$ cat config.mk
export PLATFORM = sky130hd
export DESIGN_NAME = div
export DESIGN_NICKNAME = d
export VERILOG_FILES = /design/src/rtl/div.sv
export SDC_FILE = /design/constraint.sdc
export NUM_CORES = 1
export LEC_CHECK = 0
export ABC_AREA = 0
export CAP_MARGIN = 20
export CORE_MARGIN = 1.5
export CORE_UTILIZATION = 40
export CTS_CLUSTER_DIAMETER = 120
export CTS_CLUSTER_SIZE = 24
export DETAILED_ROUTE_END_ITERATION = 8
export HOLD_SLACK_MARGIN = 0.1
export PLACE_DENSITY = 0.58
export SYNTH_ARGS = -nofsm -noshare
export SYNTH_HDL_FRONTEND = slang
export SYNTH_SLANG_ARGS = --single-unit
$ cat constraint.sdc
create_clock -name clk -period 14.25 [get_ports clk]
set_input_delay 2.1375 -clock clk [delete_from_list [all_inputs] [get_ports clk]]
set_output_delay 2.1375 -clock clk [all_outputs]
set_load 0.01 [all_outputs]
$ cat src/rtl/div.sv
// Multi-cycle 32-bit restoring radix-2 divider for the MIPS execute stage.
// Produces {remainder, quotient} 33 cycles after acceptance; divide-by-zero returns zero.
module div (
    input  logic        clk,
    input  logic        rst,
    input  logic        signed_div_i,
    input  logic [31:0] opdata1_i,
    input  logic [31:0] opdata2_i,
    input  logic        start_i,
    input  logic        annul_i,
    output logic [63:0] result_o,
    output logic        ready_o
);

    typedef enum logic [1:0] {S_FREE, S_ON, S_END} state_t;

    state_t      r_state;
    logic [4:0]  r_cnt;
    logic        r_signed;
    logic        r_sign1;
    logic        r_sign2;
    logic [31:0] r_divisor;
    logic [31:0] r_rem;
    logic [31:0] r_quo;

    logic [32:0] w_trial;
    logic [31:0] w_rem_next;
    logic [31:0] w_quo_next;
    logic [31:0] w_quo_out;
    logic [31:0] w_rem_out;

    function automatic logic [31:0] neg32(input logic [31:0] v);
        return ~v + 32'd1;
    endfunction

    function automatic logic [31:0] magnitude(input logic sgn, input logic [31:0] v);
        return (sgn && v[31]) ? neg32(v) : v;
    endfunction

    // The remainder never reaches bit 31 on a failed trial (it would have
    // exceeded any 32-bit divisor), so 32 bits of partial remainder suffice.
    always_comb begin
        w_trial = {1'b0, r_rem} + {1'b0, r_rem} + {32'd0, r_quo[31]} - {1'b0, r_divisor};
        if (!w_trial[32]) begin
            w_rem_next = w_trial[31:0];
            w_quo_next = {r_quo[30:0], 1'b1};
        end else begin
            w_rem_next = {r_rem[30:0], r_quo[31]};
            w_quo_next = {r_quo[30:0], 1'b0};
        end
        w_quo_out = (r_signed && (r_sign1 ^ r_sign2)) ? neg32(w_quo_next) : w_quo_next;
        w_rem_out = (r_signed && r_sign1) ? neg32(w_rem_next) : w_rem_next;
    end

    always_ff @(posedge clk) begin
        if (!rst) begin
            r_state   <= S_FREE;
            r_cnt     <= 5'd0;
            r_signed  <= 1'b0;
            r_sign1   <= 1'b0;
            r_sign2   <= 1'b0;
            r_divisor <= 32'd0;
            r_rem     <= 32'd0;
            r_quo     <= 32'd0;
            result_o  <= 64'd0;
            ready_o   <= 1'b0;
        end else begin
            case (r_state)
                S_FREE: begin
                    if (start_i && !annul_i) begin
                        if (opdata2_i == 32'd0) begin
                            r_state  <= S_END;
                            result_o <= 64'd0;
                            ready_o  <= 1'b1;
                        end else begin
                            r_signed  <= signed_div_i;
                            r_sign1   <= opdata1_i[31];
                            r_sign2   <= opdata2_i[31];
                            r_divisor <= magnitude(signed_div_i, opdata2_i);
                            r_quo     <= magnitude(signed_div_i, opdata1_i);
                            r_rem     <= 32'd0;
                            r_cnt     <= 5'd0;
                            r_state   <= S_ON;
                        end
                    end
                end
                S_ON: begin
                    if (annul_i) begin
                        r_state  <= S_FREE;
                        ready_o  <= 1'b0;
                        result_o <= 64'd0;
                    end else begin
                        r_rem <= w_rem_next;
                        r_quo <= w_quo_next;
                        r_cnt <= r_cnt + 5'd1;
                        if (r_cnt == 5'd31) begin
                            r_state  <= S_END;
                            ready_o  <= 1'b1;
                            result_o <= {w_rem_out, w_quo_out};
                        end
                    end
                end
                S_END: begin
                    // Result is held only while EX keeps requesting it.
                    if (!start_i || annul_i) begin
                        r_state  <= S_FREE;
                        ready_o  <= 1'b0;
                        result_o <= 64'd0;
                    end
                end
                default: begin
                    r_state <= S_FREE;
                end
            endcase
        end
    end

endmodule

# ---- Yosys cells after proc, flatten, opt, wreduce, memory -nomap -nowiden
# Index checks and enable logic that the tools add are counted.
dict set report op_classes {
  n_addsub 8
  eq_ne 9
  mux 36
  bitwise_logic 6
  reduce_logical 16
}
# operator count
set op_table {}
lappend op_table {{32-bit 2-to-1 mux} 11}
lappend op_table {{64-bit 2-to-1 mux} 5}
lappend op_table {{64-bit one-hot mux with 3 select lines} 1}
lappend op_table {{32-bit by 1-bit adder with 32-bit output, second input constant} 4}
lappend op_table {{32-bit inverter} 4}
lappend op_table {{32-bit one-hot mux with 2 select lines} 2}
lappend op_table {{32-bit by 32-bit adder with 33-bit output} 1}
lappend op_table {{33-bit by 1-bit adder with 33-bit output} 1}
lappend op_table {{33-bit by 32-bit subtractor with 33-bit output} 1}
lappend op_table {{32-bit zero test} 1}
lappend op_table {{5-bit 2-to-1 mux} 3}
lappend op_table {{2-bit 2-to-1 mux} 5}
lappend op_table {{2-bit != test, second input constant} 5}
lappend op_table {{5-bit one-hot mux with 2 select lines} 1}
lappend op_table {{1-bit 2-to-1 mux} 6}
lappend op_table {{2-bit one-hot mux with 3 select lines} 1}
lappend op_table {{3-bit AND reduction} 2}
lappend op_table {{5-bit by 1-bit adder with 5-bit output, second input constant} 1}
lappend op_table {{5-bit == test, second input constant} 1}
lappend op_table {{1-bit logical AND} 5}
lappend op_table {{5-bit AND reduction} 1}
lappend op_table {{4-bit AND reduction} 1}
lappend op_table {{3-bit != test, second input constant} 1}
lappend op_table {{1-bit one-hot mux with 3 select lines} 1}
lappend op_table {{9 further kinds} 10}
dict set report word_totals {
  reg_bits 171
  in_bits 69
  out_inout_bits 65
  word_cells 85
}

# ---- Depth between registers and ports, before layout
dict set report depth {
  ltp_word 10
  mapped_depth 26
  depth_no_buf 24
}

# ---- Least setup slack after synthesis
# Ideal clock, no wire load.
dict set report synth_timing {
  path_type {reg-to-reg}
  startpoint {reg r_quo[31]}
  endpoint {reg result_o[62]}
  setup_time_ns 0.117
  t_arrival_ns 5.410
  required_ns 14.133
  setup_slack_ns 8.722
  path_stages_with_launch 24
  cell_sequence {dfxtp_1 inv_1 ha_1 inv_1 fa_1 a211oi_2 o31a_2 a211oi_1 o311a_1 o21a_1 nor2_4 clkbuf_1 buf_2 mux2i_1 ha_1 or4b_2 nor3_1 nand3b_1 a21oi_1 a41oi_1 or4_1 and4bb_2 mux2i_1 nand2_1}
}
dict set report synth_between {
  elab_chain_cells 9
}
# item line
set synth_rtl {}
lappend synth_rtl {{from (decl)} 24} ;# logic [31:0] r_quo;
lappend synth_rtl {{from (signal assigned)} 80} ;# r_quo <= magnitude(signed_div_i, opdata1_i);
lappend synth_rtl {{from (signal assigned)} 94} ;# r_quo <= w_quo_next;
lappend synth_rtl {{33-bit by 1-bit adder with 33-bit output} 43} ;# w_trial = {1'b0, r_rem} + {1'b0, r_rem} + {32'd0, r_quo[31]} - {1'b0, r_divisor};
lappend synth_rtl {{33-bit by 32-bit subtractor with 33-bit output} 43}
lappend synth_rtl {{32-bit 2-to-1 mux (*)} 44} ;# if (!w_trial[32]) begin
lappend synth_rtl {{32-bit inverter} 33} ;# return ~v + 32'd1;
lappend synth_rtl {{32-bit by 1-bit adder with 32-bit output} 33}
lappend synth_rtl {{32-bit 2-to-1 mux (*)} 52} ;# w_rem_out = (r_signed && r_sign1) ? neg32(w_rem_next) : w_rem_next;
lappend synth_rtl {{64-bit 2-to-1 mux (*)} 96} ;# if (r_cnt == 5'd31) begin
lappend synth_rtl {{64-bit 2-to-1 mux (*)} 88} ;# if (annul_i) begin
lappend synth_rtl {{64-bit one-hot mux with 3 select lines (*)} 68} ;# case (r_state)
lappend synth_rtl {{to (signal assigned)} 99} ;# result_o <= {w_rem_out, w_quo_out};
lappend synth_rtl {{to (decl)} 11} ;# output logic [63:0] result_o,
# Mark *: on every way between the ends. The rest lies on a longest branch, timed or not. The select of a mux whose other input is x is not followed.
# A chain may end at the register's enable or synchronous reset.

# ---- Final worst setup path
dict set report layout_timing {
  startpoint {reg r_rem[16]}
  endpoint {reg result_o[62]}
}
dict set report layout_between {
  elab_chain_cells 10
}
# item line
set layout_rtl {}
lappend layout_rtl {{from (decl)} 23} ;# logic [31:0] r_rem;
lappend layout_rtl {{from (signal assigned)} 93} ;# r_rem <= w_rem_next;
lappend layout_rtl {{32-bit by 32-bit adder with 33-bit output} 43}
lappend layout_rtl {{33-bit by 1-bit adder with 33-bit output} 43}
lappend layout_rtl {{33-bit by 32-bit subtractor with 33-bit output} 43}
lappend layout_rtl {{32-bit 2-to-1 mux (*)} 44}
lappend layout_rtl {{32-bit inverter} 33}
lappend layout_rtl {{32-bit by 1-bit adder with 32-bit output} 33}
lappend layout_rtl {{32-bit 2-to-1 mux (*)} 52}
lappend layout_rtl {{64-bit 2-to-1 mux (*)} 96}
lappend layout_rtl {{64-bit 2-to-1 mux (*)} 88}
lappend layout_rtl {{64-bit one-hot mux with 3 select lines (*)} 68}
# Marks and branches as above.

==> results.md <==
- Total wire length: 37,700 um
- Crit path max-delay cell type: or4b_2
- Critical path class: flop to flop
- Resize count post-CTS: 0
- Total CTS buffers: 17
- FP Rows: 61
- Library cells used by synthesis: 75
- I/O pin cnt: 134
- Post-Syn Nets: about 1,600
- CTS Sinks: 171
- Commonest non-fill, non-tap cells in the layout: nor2_1, dfxtp_1, nand2_1
- Antenna Cells: 0
- Outcome: finished clean
- # Max-Cap Violations: 0
- Crit path DAT: about 6500 ps
- CP Launch Type: flop
- EDFF count, synth: 0
- Die extent in y: between 150 and 200 um
- Peak supply drop: 0.0000801 V
- Initial Util: 0.409
- Hold_buf cts: 0
- 1st-iter DRT viols: 1,074
- Syn Inst Count: approximately 1,500
- Yosys warns: 0
- Pins Over Slew Limit: 0
- Worst min path class: flop to flop
- Critical path's largest stage delay: roughly 640 ps
- Final min period: about 6000 ps
- Final hold viol count: 0
- Synth top area share: 0.299
- Synth-to-Final Area Change: 18.6%
- CP delay by family, top: compound AO/OA/AOI/OAI gates
- Synth area leader: dfxtp_1
- Drt pass-1 iters: 6
- Die width: 172 um
- Vias in the first global route: 10,500
- Setup-failing EPs final: 0
- First-pass GRT wire length: between 50,000 and 60,000 um
- Worst Path Buf+Inv: 3
- Async S/R FF share, synth: 0
- DP Cell Count: 1,953
- H-tree lvl count: 4
- Tcrit/Tclk final: 0.433
- Worst-path fanout max: 53
- Share of layout cells above drive strength 1: 0.0460
- R2R setup slack: ~8100 ps
- Die area: approximately 0.03 mm^2
- Port bufs: around 130
- Data required, critical path: between 10,000 and 15,000 ps
- Total track usage: 0.257
- Detailed-route DRC error count: 0
- Post-CTS setup buffer count: 0
- Initial antenna violation count: 0
- Vias per cell: 5.78
- Crit-path cells: ha_1, a21oi_1, o21ai_1, a21oi_1, o31ai_1, o21a_1, nor2_4, inv_2, buf_4, o21ai_0, inv_1, ha_1, or4b_2, nor3_1, nand3b_1, a21oi_1, a41oi_1, or4_1, and4bb_2, mux2i_1, nand2_1
- Largest net degree at the start of global routing: 104
- Sequential area share after synthesis: 0.299
- Setup TNS: 0 ps
- Vias: 11,500
- Final non-filler cell total: 1,986
- Seq cells post-synth: 171
- Final ANT Viol Nets: 0
- Core Area: between 0.02 and 0.03 mm^2
- Area of the mapped netlist: 0.0115 mm^2
- Fmax: 162 MHz
- Root buf cell: clkbuf_16
- Placer Congestion: slightly below 0.9
- Clk_lat worst skew: about 450 ps
- Power density over the cells: 91.1 mW/mm^2
- Detailed Place HPWL: 28,300 um
- Static leakage: around 5.1 nW
- Clock Skews: between 15 and 20 ps
- Most common cell after layout, fill and taps aside: nor2_1
- Fin nets: 1,703
- Worst Tran Pin Value: 1050 ps
- CP Capture Type: flop
- Global route overflow: 0
- Deepest clock path buffer count: 2
- WL/cell: 19.0 um
- TritonCTS clock tree: yes
- RSZ-0062 raised after global routing: false
- Clk slew on worst S/H paths: roughly 80 ps
- Rel. slew slack: 0.298
- CP most frequent cell: a21oi_1
- Ranking of synthesized cells by area: dfxtp_1, nor2_1, xnor2_1
- Leading register cell type out of synthesis: dfxtp_1
- Syn avg cell area: 7.52 um^2
## registers in the layout, summed over array words and instances, names as in the netlist
signal / cells
r_state: 2
ready_o: 1
r_cnt: 5
result_o: 64
r_sign2: 1
r_rem: 32
r_sign1: 1
r_quo: 32
r_signed: 1
r_divisor: 32
## layer usage
metal	GRT usage	routed length, um	up-vias
met4	0.0737	675	0
met3	0.0279	1840	41
met1	0.382	18800	5447
met2	0.388	16400	361
met5	0	0	-
li1	-	-	5631
## power by group
part | internal, mW | switching, mW
logic | 0.0992 | 0.160
clock network | 0.239 | 0.234
registers | 0.490 | 0.0152
total | 0.828 | 0.410
## per-stage QoR
stage | area (um^2) | hold slack, ps | util | setup slack (ps) | power [mW]
floorplan | 11500 | 432 | - | 8720 | 0.687
global placement | 13000 | 438 | 0.463 | 7890 | 0.769
detailed placement | 13000 | 444 | 0.463 | 7750 | 0.770
CTS | 13600 | 456 | 0.484 | 8150 | 1.24
global route | 13600 | 481 | 0.485 | 7600 | 1.29
finish | 13600 | 448 | 0.485 | 8080 | 1.24
## area by class of cell
class | count | area [um^2]
repair buffers | 143 | 1430
clock inverters | 14 | 148
clock buffers | 18 | 439
multi-input cells | 1204 | 7460
flip-flops and latches | 171 | 3420
fillers | 2801 | 14400
well taps | 378 | 473
inverters | 58 | 220
## worst reg2reg max path, stage by stage (launching register included)
cell,delay (ps)
dfxtp_1,370
ha_1,540
a21oi_1,120
o21ai_1,380
a21oi_1,140
o31ai_1,610
o21a_1,410
nor2_4,100
inv_2,80
buf_4,470
o21ai_0,260
inv_1,100
ha_1,210
or4b_2,640
nor3_1,250
nand3b_1,110
a21oi_1,130
a41oi_1,100
or4_1,480
and4bb_2,310
mux2i_1,180
nand2_1,60
## synth_stat cells, types with 5 or more instances
cell type / count
nor2_1: 239
dfxtp_1: 171
nand2_1: 147
a21oi_1: 121
o21ai_0: 87
xnor2_1: 77
clkbuf_1: 66
xor2_1: 62
inv_1: 57
a22oi_1: 54
a211oi_1: 39
ha_1: 38
nor3_1: 36
a222oi_1: 27
buf_2: 23
or3_1: 21
nand3_1: 18
nor4_1: 18
o31ai_1: 15
or4_1: 15
mux2i_1: 14
nand2b_1: 14
a31oi_1: 12
and2_1: 10
a21o_1: 8
nand4_1: 8
o21ai_1: 8
o41ai_1: 8
o21a_1: 7
and3_1: 6
a2111oi_0: 5
a221oi_1: 5
a41oi_1: 5
## cells by family (layout without fill, tap and decap cells)
group / after synthesis / count (layout) / share of synthesized area
AND/OR/NAND/NOR: 566 / 566 / 0.227
XOR/XNOR: 139 / 139 / 0.106
flip-flops: 171 / 171 / 0.299
multiplexers: 18 / 18 / 0.0162
adder cells (fa/ha/maj): 39 / 39 / 0.0433
AO/OA/AOI/OAI: 442 / 442 / 0.257
buffers and inverters: 149 / 233 / 0.0513
## final timing paths
| path | from | to | cells after the start |
|---|---|---|---|
| worst max register to register | r_rem[16] | result_o[62] | 21 |
| worst min-delay path | result_o[29] | result_o[29] | 2 |
| worst max-delay path | r_rem[16] | result_o[62] | 21 |
| worst min register to register | result_o[29] | result_o[29] | 2 |
Note: power is estimated with default switching activity, not from simulation.
